`config.mk`:
```
export PLATFORM = sky130hd
export DESIGN_NAME = mem_access_unit
export DESIGN_NICKNAME = d
export VERILOG_FILES = /design/src/rtl/mem_access_unit_pkg.sv /design/src/rtl/mem_lane_align.sv /design/src/rtl/mem_access_unit.sv
export SDC_FILE = /design/constraint.sdc
export NUM_CORES = 1
export LEC_CHECK = 0
export CAP_MARGIN = 40
export CORE_MARGIN = 4
export CORE_UTILIZATION = 48
export CTS_BUF_LIST = sky130_fd_sc_hd__clkbuf_8 sky130_fd_sc_hd__clkbuf_16
export CTS_CLUSTER_DIAMETER = 100
export DETAILED_ROUTE_END_ITERATION = 16
export PLACE_DENSITY_LB_ADDON = 0.15
export SLEW_MARGIN = 25
export SYNTH_ARGS = -nofsm -noshare
export SYNTH_HDL_FRONTEND = slang
export SYNTH_SLANG_ARGS = --single-unit
```
`constraint.sdc`:
```
create_clock -name clk -period 6.3 [get_ports clk]
set_clock_uncertainty 0.15 [all_clocks]
set_input_delay 0.63 -clock clk [delete_from_list [all_inputs] [get_ports clk]]
set_output_delay 0.63 -clock clk [all_outputs]
set_load 0.05 [all_outputs]
```
`src/rtl/mem_access_unit_pkg.sv`:
```
// mem_access_unit_pkg: shared opcodes, bus size codes and FSM encoding for the memory stage
package mem_access_unit_pkg;
   localparam logic [5:0] OP_LB  = 6'h20;
   localparam logic [5:0] OP_LH  = 6'h21;
   localparam logic [5:0] OP_LWL = 6'h22;
   localparam logic [5:0] OP_LW  = 6'h23;
   localparam logic [5:0] OP_LBU = 6'h24;
   localparam logic [5:0] OP_LHU = 6'h25;
   localparam logic [5:0] OP_LWR = 6'h26;
   localparam logic [5:0] OP_SB  = 6'h28;
   localparam logic [5:0] OP_SH  = 6'h29;
   localparam logic [5:0] OP_SWL = 6'h2a;
   localparam logic [5:0] OP_SW  = 6'h2b;
   localparam logic [5:0] OP_SWR = 6'h2e;
   localparam logic [1:0] SZ_BYTE = 2'd0;
   localparam logic [1:0] SZ_HALF = 2'd1;
   localparam logic [1:0] SZ_WORD = 2'd2;
   typedef enum logic [1:0] {S_IDLE, S_ADDR, S_DATA, S_RESP} state_t;
   function automatic logic is_unaligned(input logic [5:0] op);
      return op inside {OP_LWL, OP_LWR, OP_SWL, OP_SWR};
   endfunction
   function automatic logic is_load(input logic [5:0] op);
      return op inside {OP_LB, OP_LH, OP_LW, OP_LBU, OP_LHU, OP_LWL, OP_LWR};
   endfunction
   function automatic logic is_store(input logic [5:0] op);
      return op inside {OP_SB, OP_SH, OP_SW, OP_SWL, OP_SWR};
   endfunction
endpackage

```
`src/rtl/mem_lane_align.sv`:
```
// mem_lane_align: byte-lane steering for stores and extend/merge of load data
module mem_lane_align import mem_access_unit_pkg::*; #(
   parameter int ADDR_W = 32
) (
   input  logic [5:0]        op,
   input  logic [ADDR_W-1:0] addr,
   input  logic [31:0]       rt,
   output logic [3:0]        wstrb,
   output logic [31:0]       wdata,
   output logic [1:0]        size,
   output logic [ADDR_W-1:0] bus_addr,
   input  logic [5:0]        rop,
   input  logic [1:0]        ra,
   input  logic [31:0]       rrt,
   input  logic [31:0]       rdata,
   output logic [31:0]       result
);
   logic [1:0] a;
   logic [7:0] b;
   logic [15:0] h;
   assign a = addr[1:0];
   assign b = rdata[{ra, 3'b000} +: 8];
   assign h = rdata[{ra[1], 4'b0000} +: 16];
   always_comb begin
      wstrb = 4'b0000;
      wdata = rt;
      size = SZ_WORD;
      bus_addr = addr;
      case (op)
         OP_SB: begin wstrb = 4'b0001 << a; wdata = {4{rt[7:0]}}; size = SZ_BYTE; end
         OP_SH: begin wstrb = a[1] ? 4'b1100 : 4'b0011; wdata = {2{rt[15:0]}}; size = SZ_HALF; end
         OP_SW: wstrb = 4'b1111;
         OP_SWL: begin wstrb = 4'b1111 >> ~a; wdata = rt >> {~a, 3'b000}; end
         OP_SWR: begin wstrb = 4'b1111 << a; wdata = rt << {a, 3'b000}; end
         OP_LB, OP_LBU: size = SZ_BYTE;
         OP_LH, OP_LHU: size = SZ_HALF;
         default: ;
      endcase
      if (is_unaligned(op)) bus_addr[1:0] = 2'b00;
   end
   // LWL/LWR keep the rt bytes the memory word does not cover
   always_comb begin
      case (rop)
         OP_LB:   result = {{24{b[7]}}, b};
         OP_LBU:  result = {24'h0, b};
         OP_LH:   result = {{16{h[15]}}, h};
         OP_LHU:  result = {16'h0, h};
         OP_LWL:  result = (rdata << {~ra, 3'b000}) | (rrt & ~(32'hffff_ffff << {~ra, 3'b000}));
         OP_LWR:  result = (rdata >> {ra, 3'b000}) | (rrt & ~(32'hffff_ffff >> {ra, 3'b000}));
         default: result = rdata;
      endcase
   end
endmodule

```
`src/rtl/mem_access_unit.sv`:
```
// mem_access_unit: M-stage load/store unit with alignment checks and a flush-safe bus transaction FSM
module mem_access_unit import mem_access_unit_pkg::*; #(
   parameter int ADDR_W = 32,
   parameter bit UNALIGNED_EN = 1'b1
) (
   input  logic              clk,
   input  logic              rst,
   input  logic              valid_i,
   input  logic              flush_i,
   input  logic [5:0]        op_i,
   input  logic [ADDR_W-1:0] addr_i,
   input  logic [31:0]       wdata_i,
   input  logic [31:0]       pc_i,
   output logic              stall_o,
   output logic              done_o,
   output logic [31:0]       rdata_o,
   output logic              adel_o,
   output logic              ades_o,
   output logic [31:0]       bad_addr_o,
   output logic              data_req_o,
   output logic              data_wr_o,
   output logic [1:0]        data_size_o,
   output logic [ADDR_W-1:0] data_addr_o,
   output logic [3:0]        data_wstrb_o,
   output logic [31:0]       data_wdata_o,
   input  logic              data_addr_ok_i,
   input  logic [31:0]       data_rdata_i,
   input  logic              data_data_ok_i
);
   state_t state, next;
   logic load, store, mis, go, busy, cancel;
   logic [5:0] op_q;
   logic [1:0] a_q;
   logic [31:0] rt_q, wdata_c, result;
   logic [3:0] wstrb_c;
   logic [1:0] size_c;
   logic [ADDR_W-1:0] addr_c;
   assign load = is_load(op_i) & (UNALIGNED_EN | ~is_unaligned(op_i));
   assign store = is_store(op_i) & (UNALIGNED_EN | ~is_unaligned(op_i));
   assign mis = (op_i == OP_LW || op_i == OP_SW) ? |addr_i[1:0] :
                (op_i == OP_LH || op_i == OP_LHU || op_i == OP_SH) & addr_i[0];
   assign adel_o = valid_i & load & mis;
   assign ades_o = valid_i & store & mis;
   assign bad_addr_o = (adel_o | ades_o) ? 32'(addr_i) : pc_i;
   assign go = valid_i & ~flush_i & (load | store) & ~mis;
   assign busy = state == S_ADDR || state == S_DATA;
   mem_lane_align #(.ADDR_W(ADDR_W)) u_lane (
      .op(op_i), .addr(addr_i), .rt(wdata_i),
      .wstrb(wstrb_c), .wdata(wdata_c), .size(size_c), .bus_addr(addr_c),
      .rop(op_q), .ra(a_q), .rrt(rt_q), .rdata(data_rdata_i), .result(result)
   );
   // a cancelled transaction still drains to data_ok, it just skips RESP
   always_comb begin
      next = state;
      stall_o = 1'b0;
      done_o = 1'b0;
      data_req_o = 1'b0;
      case (state)
         S_IDLE: begin next = go ? S_ADDR : S_IDLE; stall_o = go; end
         S_ADDR: begin next = data_addr_ok_i ? S_DATA : S_ADDR; stall_o = 1'b1; data_req_o = 1'b1; end
         S_DATA: begin next = data_data_ok_i ? ((cancel | flush_i) ? S_IDLE : S_RESP) : S_DATA; stall_o = 1'b1; end
         default: begin next = S_IDLE; done_o = 1'b1; end
      endcase
   end
   always_ff @(posedge clk or posedge rst) begin
      if (rst) begin
         state <= S_IDLE;
         cancel <= 1'b0;
         op_q <= '0;
         a_q <= '0;
         rt_q <= '0;
         rdata_o <= '0;
         data_wr_o <= 1'b0;
         data_size_o <= '0;
         data_addr_o <= '0;
         data_wstrb_o <= '0;
         data_wdata_o <= '0;
      end else begin
         state <= next;
         cancel <= busy & (next != S_IDLE) & (cancel | flush_i);
         if (state == S_IDLE && go) begin
            op_q <= op_i;
            a_q <= addr_i[1:0];
            rt_q <= wdata_i;
            data_wr_o <= store;
            data_size_o <= size_c;
            data_addr_o <= addr_c;
            data_wstrb_o <= wstrb_c;
            data_wdata_o <= wdata_c;
         end
         if (state == S_DATA && data_data_ok_i && !(cancel || flush_i)) rdata_o <= result;
      end
   end
endmodule

```
* After elaboration in Yosys (flattened, before gate mapping)
Index checks and enable logic that the tools add are counted.
** Storage, ports and cells
- Bits of input ports :: 140
- Word-level logic and storage cells :: 100
- Output and inout port bits :: 140
- Bits in registers :: 146
** Operators by class
- Bitwise logic cells :: 23
- Equal/unequal tests :: 20
- Multiplexer cells :: 16
- Shifts and indexed selects :: 11
- Reductions and logical operators :: 19
** Operators with widths (count)
- $pmux W32 S6 :: 1
- $pmux W32 S4 :: 1
- $eq A6 B6 Y1 const B :: 18
- $and A32 B32 Y32 :: 2
- $not A32 Y32 :: 2
- $or A32 B32 Y32 :: 2
- $shl A32 B5 Y32 :: 2
- $shr A32 B5 Y32 :: 2
- $mux W32 :: 1
- $shiftx A32 B6 Y16 :: 1
- $shiftx A32 B6 Y8 :: 1
- $shl A32 B5 Y32 const A :: 1
- $shr A32 B5 Y32 const A :: 1
- $pmux W4 S5 :: 1
- $and A1 B1 Y1 :: 10
- $reduce_or A3 Y1 :: 3
- $mux W2 :: 4
- $reduce_bool A7 Y1 :: 1
- $pmux W2 S3 :: 1
- $logic_or A1 B1 Y1 :: 5
- $reduce_bool A5 Y1 :: 1
- $mux W1 :: 4
- $mux W4 :: 1
- $not A2 Y2 :: 2
- 15 further kinds :: 21

* Logic depth before layout (Yosys ltp)
- Depth in word-level cells :: 12
- Mapped depth :: 10
- Gate-level depth less buffers :: 7

* Hierarchy
Synthesis repeated with hierarchy kept, for this count alone.
** Unflattened totals
- Cell total of the unflattened synthesis :: 863
- Area, all modules :: 9982.1 µm²
** Modules (own cells, without submodules)
- mem_access_unit :: times used 1, area each 6252.2 µm², cells an instance 378, sequential area each 3653.5 µm²
- mem_lane_align :: times used 1, area each 3729.8 µm², cells an instance 485, sequential area each 0.0 µm²

* Least setup slack after synthesis
Ideal clock, no wire load.
- Kind :: input to output
- From :: in op_i[0]
- To :: out adel_o
- Stages :: 7
- Path buffers :: 2
- Data required time :: 5.520 ns
- Setup slack :: 2.147 ns
- Data arrival time :: 3.373 ns
- Cell sequence :: buf_2 -> inv_1 -> nor4b_2 -> a21o_1 -> nand2_1 -> clkbuf_1 -> nor4_1
** On the way
- Cells in the longest elaborated chain, start to end :: 6
- Elaborated cells between the ends (all ways) :: 17
- Classes of those cells :: eq/ne: 9; mux: 1; bitwise: 3; reduce/logical: 4
** RTL lines
- start, declared :: RTL line mem_access_unit.sv:10 : input logic [5:0] op_i,
- $eq A6 B6 Y1 :: RTL line mem_access_unit_pkg.sv:23, mem_access_unit.sv:41
- $logic_or A1 B1 Y1 (2 in series) :: RTL line mem_access_unit.sv:41 : (op_i == OP_LH || op_i == OP_LHU || op_i == OP_SH) & addr_i[0];
- $and A1 B1 Y1 :: RTL line mem_access_unit.sv:41
- $mux W1 :: RTL line mem_access_unit.sv:40 : assign mis = (op_i == OP_LW || op_i == OP_SW) ? |addr_i[1:0] :
- $and A1 B1 Y1 * :: RTL line mem_access_unit.sv:42 : assign adel_o = valid_i & load & mis;
- end, declared :: RTL line mem_access_unit.sv:17 : output logic adel_o,
Mark *: on every way between the ends. The rest lies on a longest branch, timed or not.

* Final worst setup path
- From :: in op_i[0]
- To :: out bad_addr_o[12]
** On the way
- Cells in the longest elaborated chain, start to end :: 8
- Elaborated cells between the ends (all ways) :: 25
- Classes of those cells :: eq/ne: 12; mux: 2; bitwise: 6; reduce/logical: 5
** RTL lines
- $eq A6 B6 Y1 :: RTL line mem_access_unit_pkg.sv:23, mem_access_unit.sv:41
- $logic_or A1 B1 Y1 (2 in series) :: RTL line mem_access_unit.sv:41
- $and A1 B1 Y1 :: RTL line mem_access_unit.sv:41
- $mux W1 :: RTL line mem_access_unit.sv:40
- $and A1 B1 Y1, on equally long branches :: RTL line mem_access_unit.sv:42, mem_access_unit.sv:43
- $or A1 B1 Y1 * :: RTL line mem_access_unit.sv:44 : assign bad_addr_o = (adel_o | ades_o) ? 32'(addr_i) : pc_i;
- $mux W32 * :: RTL line mem_access_unit.sv:44
- end, declared :: RTL line mem_access_unit.sv:19 : output logic [31:0] bad_addr_o,
Marks and branches as above.

==> results.md <==
• **Antenna Violating Nets Remaining** 0
• **aggregate routed wire length** 32000 um
• **maximum clock frequency** 0.203 GHz
• **Worst path max stage delay** 0.96 ns
• **# resized after CTS** 0
• **depth of the worst hold-timing path** 2
• **layout cell share with drive strength beyond 1** 9.66%
• **Largest delay share family, worst path** buffers and inverters
• **Die Span Y** 146 um
• **minimum period implied by the final worst setup slack** 4.92 ns
• **grt ovf** 0
• **initial antenna violation count** 2
• **Final Worst Setup Slack** 1.38 ns
• **leakage component of the power** 0.00539 uW
• **DRC violation total after the first TritonRoute iteration** 1033
• **Max Cap Viol** 0
• **number of buffer and inverter stages on the critical path** 4
• **number of enable-type register cells in the synthesized netlist** 0
• **number of library cell types mapped by synthesis** 55
• **core region area** 18700 sq um
• **hold wc startpoint** data_addr_o[1]
• **relative slew slack** 41.8%
• **fin crit share** 78.2%
• **DRC violation count after routing** 0
• **portion of netlist area occupied by mux cells** 14.0%
• **proportion of synthesized chip area in sequential cells** 40.1%
• **HPWL after DPL** 23400 um
• **total standard cell area after synthesis** 9120 sq um
• **final design instance area without fill** 12700 sq um
• **setup_tns** 0 ns
• **syn_area_per_cell** 8.41 sq um
• **number of endpoints with negative hold slack in the final report** 0
• **number of setup buffers added after CTS** 0
• **worst hold path endpoint** data_addr_o[1]
• **slew at the pin closest to its max-slew limit** 0.873 ns
• **number of global-route vias before repair** 9079
• **latest clock arrival within the worst-skew pair** 0.42 ns
• **Seq cells post-synth** 146
• **IO Port Bufs** 279
• **outcome** finished, final reports clean
• **setup slack of the most critical reg-to-reg path** 3.37 ns
• **final weighted congestion of routability-driven global placement** 0.932
• **Arr. time, crit path** 4.14 ns
• **final-report setup violation count** 0
• **unrepaired setup endpoints after global routing** no
• **CTS Buf Count** 17
• **dominant synthesized flop cell** sky130_fd_sc_hd__dfrtp_1
• **cell area power density** 492 nW/um^2
• **number of vias in the routed layout** 9376
• **synthesized net count** 1228
• **end of the worst register-to-register path** cancel
• **H-tree depth** 4
• **CP Max Fanout** 34
• **chip width** 146 um
• **clk slew on worst S/H paths** 0.06 ns
• **area of the die** 21300 sq um
• **clock sink count** 146
• **type of the worst setup path** input port to output port
• **Placement Cell Area** 12000 sq um
• **deepest clock path buffer count** 2
• **First-pass DRT Iterations** 6
• **crit-path cells** clkdlybuf4s50_1 -> inv_1 -> nor4b_2 -> a21o_1 -> nand2_1 -> buf_4 -> mux2_2 -> clkdlybuf4s50_1
• **count of hold-fix buffers inserted at cts** 0
• **Worst Setup End Kind** output port
• **fraction of the mapped netlist area in simple logic gates** 19.4%
• **async set-reset flop share out of synthesis** 100%
• **total routing usage reported by global routing** 29.3%
• **pin count of the biggest net entering global routing** 85
• **Worst R2R Path Depth** 7
• **Hold Crit Class** flop to flop
• **synthesized netlist cell count** 1084
• **number of cell rows** 50
• **critical path's most frequent cell** sky130_fd_sc_hd__clkdlybuf4s50_1
• **compound-gate portion of the synthesized area** 21.6%
• **Avg WL per Cell** 20.4 um
• **Worst EP required** 5.52 ns
• **number of placed I/O pins** 280
• **Nets** 1466
• **Placement Setup Slack** 1.44 ns
• **number of warnings printed during yosys synthesis** 0
• **element type at the critical path start** input port
• **initial standard-cell utilization of the core** 48.8%
• **fill cell total of the finished layout** 1522
• **area growth from synthesis to final layout** 38.8%
• **main combinational cell family by area after synthesis** compound AO/OA/AOI/OAI gates
• **Hold Slack** 0.317 ns
• **xor-xnor portion of the synthesized cell area** 0%
• **Peak supply drop** 0.317 mV
• **area share of fa/ha/maj cells after synthesis** 0.549%
• **wire length of the first global-routing pass** 50400 um
• **standard cell with the maximum stage delay on the critical path** sky130_fd_sc_hd__clkdlybuf4s50_1
• **launching point of the worst reg2reg path** state[0]
• **Final Max Slew Viols** 0
• **buffer type at the clock tree root** sky130_fd_sc_hd__clkbuf_16
• **TritonCTS clock tree** built
• **via density per instance** 5.97
## placed cells by master (no fill, tap or decap), types with 5 or more instances in the layout
cell type                           n
sky130_fd_sc_hd__a221oi_1          20
sky130_fd_sc_hd__buf_4             15
sky130_fd_sc_hd__a211oi_1          17
sky130_fd_sc_hd__nor3_1            11
sky130_fd_sc_hd__inv_1             11
sky130_fd_sc_hd__clkdlybuf4s50_1  278
sky130_fd_sc_hd__clkbuf_16         17
sky130_fd_sc_hd__o2bb2ai_1         23
sky130_fd_sc_hd__mux2i_1           56
sky130_fd_sc_hd__dfrtp_1          144
sky130_fd_sc_hd__o21ai_1            6
sky130_fd_sc_hd__mux2_2            59
sky130_fd_sc_hd__a221o_1            7
sky130_fd_sc_hd__a21oi_1           52
sky130_fd_sc_hd__a31oi_1            8
sky130_fd_sc_hd__o21ai_0          112
sky130_fd_sc_hd__o31ai_1           10
sky130_fd_sc_hd__a22oi_1           10
sky130_fd_sc_hd__nand3_1            8
sky130_fd_sc_hd__nand2_1          268
sky130_fd_sc_hd__a22o_1             7
sky130_fd_sc_hd__o221a_2            6
sky130_fd_sc_hd__nor2_1            84
sky130_fd_sc_hd__and2_1             5
sky130_fd_sc_hd__nand2b_1          10
sky130_fd_sc_hd__a222oi_1          11
sky130_fd_sc_hd__or3_1             16
## cell usage after synthesis (4+ instances only)
| library cell | number | area (sq um) |
|---|---|---|
| sky130_fd_sc_hd__o31ai_1 | 10 | 75.1 |
| sky130_fd_sc_hd__buf_1 | 6 | 22.5 |
| sky130_fd_sc_hd__nor2_1 | 84 | 315 |
| sky130_fd_sc_hd__dfrtp_1 | 146 | 3650 |
| sky130_fd_sc_hd__a21oi_1 | 52 | 260 |
| sky130_fd_sc_hd__nand2_1 | 268 | 1010 |
| sky130_fd_sc_hd__clkbuf_1 | 48 | 180 |
| sky130_fd_sc_hd__o2bb2ai_1 | 23 | 201 |
| sky130_fd_sc_hd__a221o_1 | 7 | 70.1 |
| sky130_fd_sc_hd__nand2b_1 | 10 | 62.6 |
| sky130_fd_sc_hd__mux2_2 | 59 | 664 |
| sky130_fd_sc_hd__mux2i_1 | 56 | 561 |
| sky130_fd_sc_hd__nor4_1 | 4 | 25.0 |
| sky130_fd_sc_hd__buf_2 | 26 | 130 |
| sky130_fd_sc_hd__and2_1 | 5 | 31.3 |
| sky130_fd_sc_hd__a22oi_1 | 10 | 75.1 |
| sky130_fd_sc_hd__inv_1 | 10 | 37.5 |
| sky130_fd_sc_hd__a221oi_1 | 20 | 175 |
| sky130_fd_sc_hd__nor3_1 | 11 | 55.1 |
| sky130_fd_sc_hd__o221a_2 | 6 | 67.6 |
| sky130_fd_sc_hd__a31oi_1 | 8 | 50.1 |
| sky130_fd_sc_hd__o21ai_0 | 112 | 561 |
| sky130_fd_sc_hd__or3_1 | 16 | 100 |
| sky130_fd_sc_hd__a22o_1 | 7 | 61.3 |
| sky130_fd_sc_hd__o21ai_1 | 6 | 30.0 |
| sky130_fd_sc_hd__a222oi_1 | 11 | 110 |
| sky130_fd_sc_hd__ha_1 | 4 | 50.1 |
| sky130_fd_sc_hd__a211oi_1 | 17 | 128 |
| sky130_fd_sc_hd__nand3_1 | 8 | 40.0 |
## metal layers
| metal | vias to the layer above | wire length [um] | GRT usage (%) | share of wire (%) |
|---|---|---|---|---|
| li1 | 4362 | - | - | - |
| met1 | 4427 | 13500 | 39.9 | 42 |
| met2 | 518 | 14600 | 45.4 | 46 |
| met3 | 67 | 2900 | 7.47 | 9.1 |
| met4 | 2 | 920 | 10.7 | 2.9 |
| met5 | - | 13 | 0 | 0.041 |
## sequential cells by signal, indices dropped and copies added, names as in the netlist
register and count:
data_wdata_o 32, data_addr_o 32, cancel 1, rt_q 32, state 2, rdata_o 32
data_size_o 2, a_q 2, op_q 6, data_wstrb_o 4, data_wr_o 1
## metrics by stage
step	util [%]	cells	power, uW
finish	67.7	1570	6230
global route	67.7	1570	6540
CTS	67.5	1564	6220
detailed placement	64.3	1532	5150
global placement	64.0	1528	5100
floorplan	-	1084	3950
## worst max-delay path by stage
stage	from	end	slack, ns	depth (start not counted)
floorplan	rst	a_q[0]	1.60	1
global placement	op_i[0]	adel_o	1.53	8
detailed placement	op_i[0]	adel_o	1.44	8
CTS	op_i[0]	adel_o	1.42	8
global route	op_i[0]	adel_o	1.16	8
finish	op_i[0]	bad_addr_o[12]	1.38	8
## power breakdown
part,internal (uW),switching [uW]
combinational,1220,2250
clock,633,416
sequential,1360,351
## logic make-up after synthesis
group / after synthesis
buffers and inverters: 93
AO/OA/AOI/OAI: 301
AND/OR/NAND/NOR: 422
multiplexers: 118
adder cells (fa/ha/maj): 4
flip-flops: 146
## worst reg2reg max path, delay by kind of cell (launching register included)
family / cells / cell delay [ns]
compound gates: 3 / 1.41
simple gates: 1 / 0.07
flops: 1 / 0.40
buf+inv: 2 / 0.56
fa+ha+maj: 1 / 0.22
## layout make-up
cell class              count  area (sq um)  area share [%]
diodes                      1          2.50          0.0198
clock buffers              18           439            3.47
clock inverters            14           165            1.30
inverters                  11          46.3           0.366
multi-input cells         845          5090            40.2
flip-flops and latches    146          3660            28.9
well taps                 234           293            2.31
repair buffers            301          2970            23.4
Note: power is estimated with default switching activity, not from simulation.
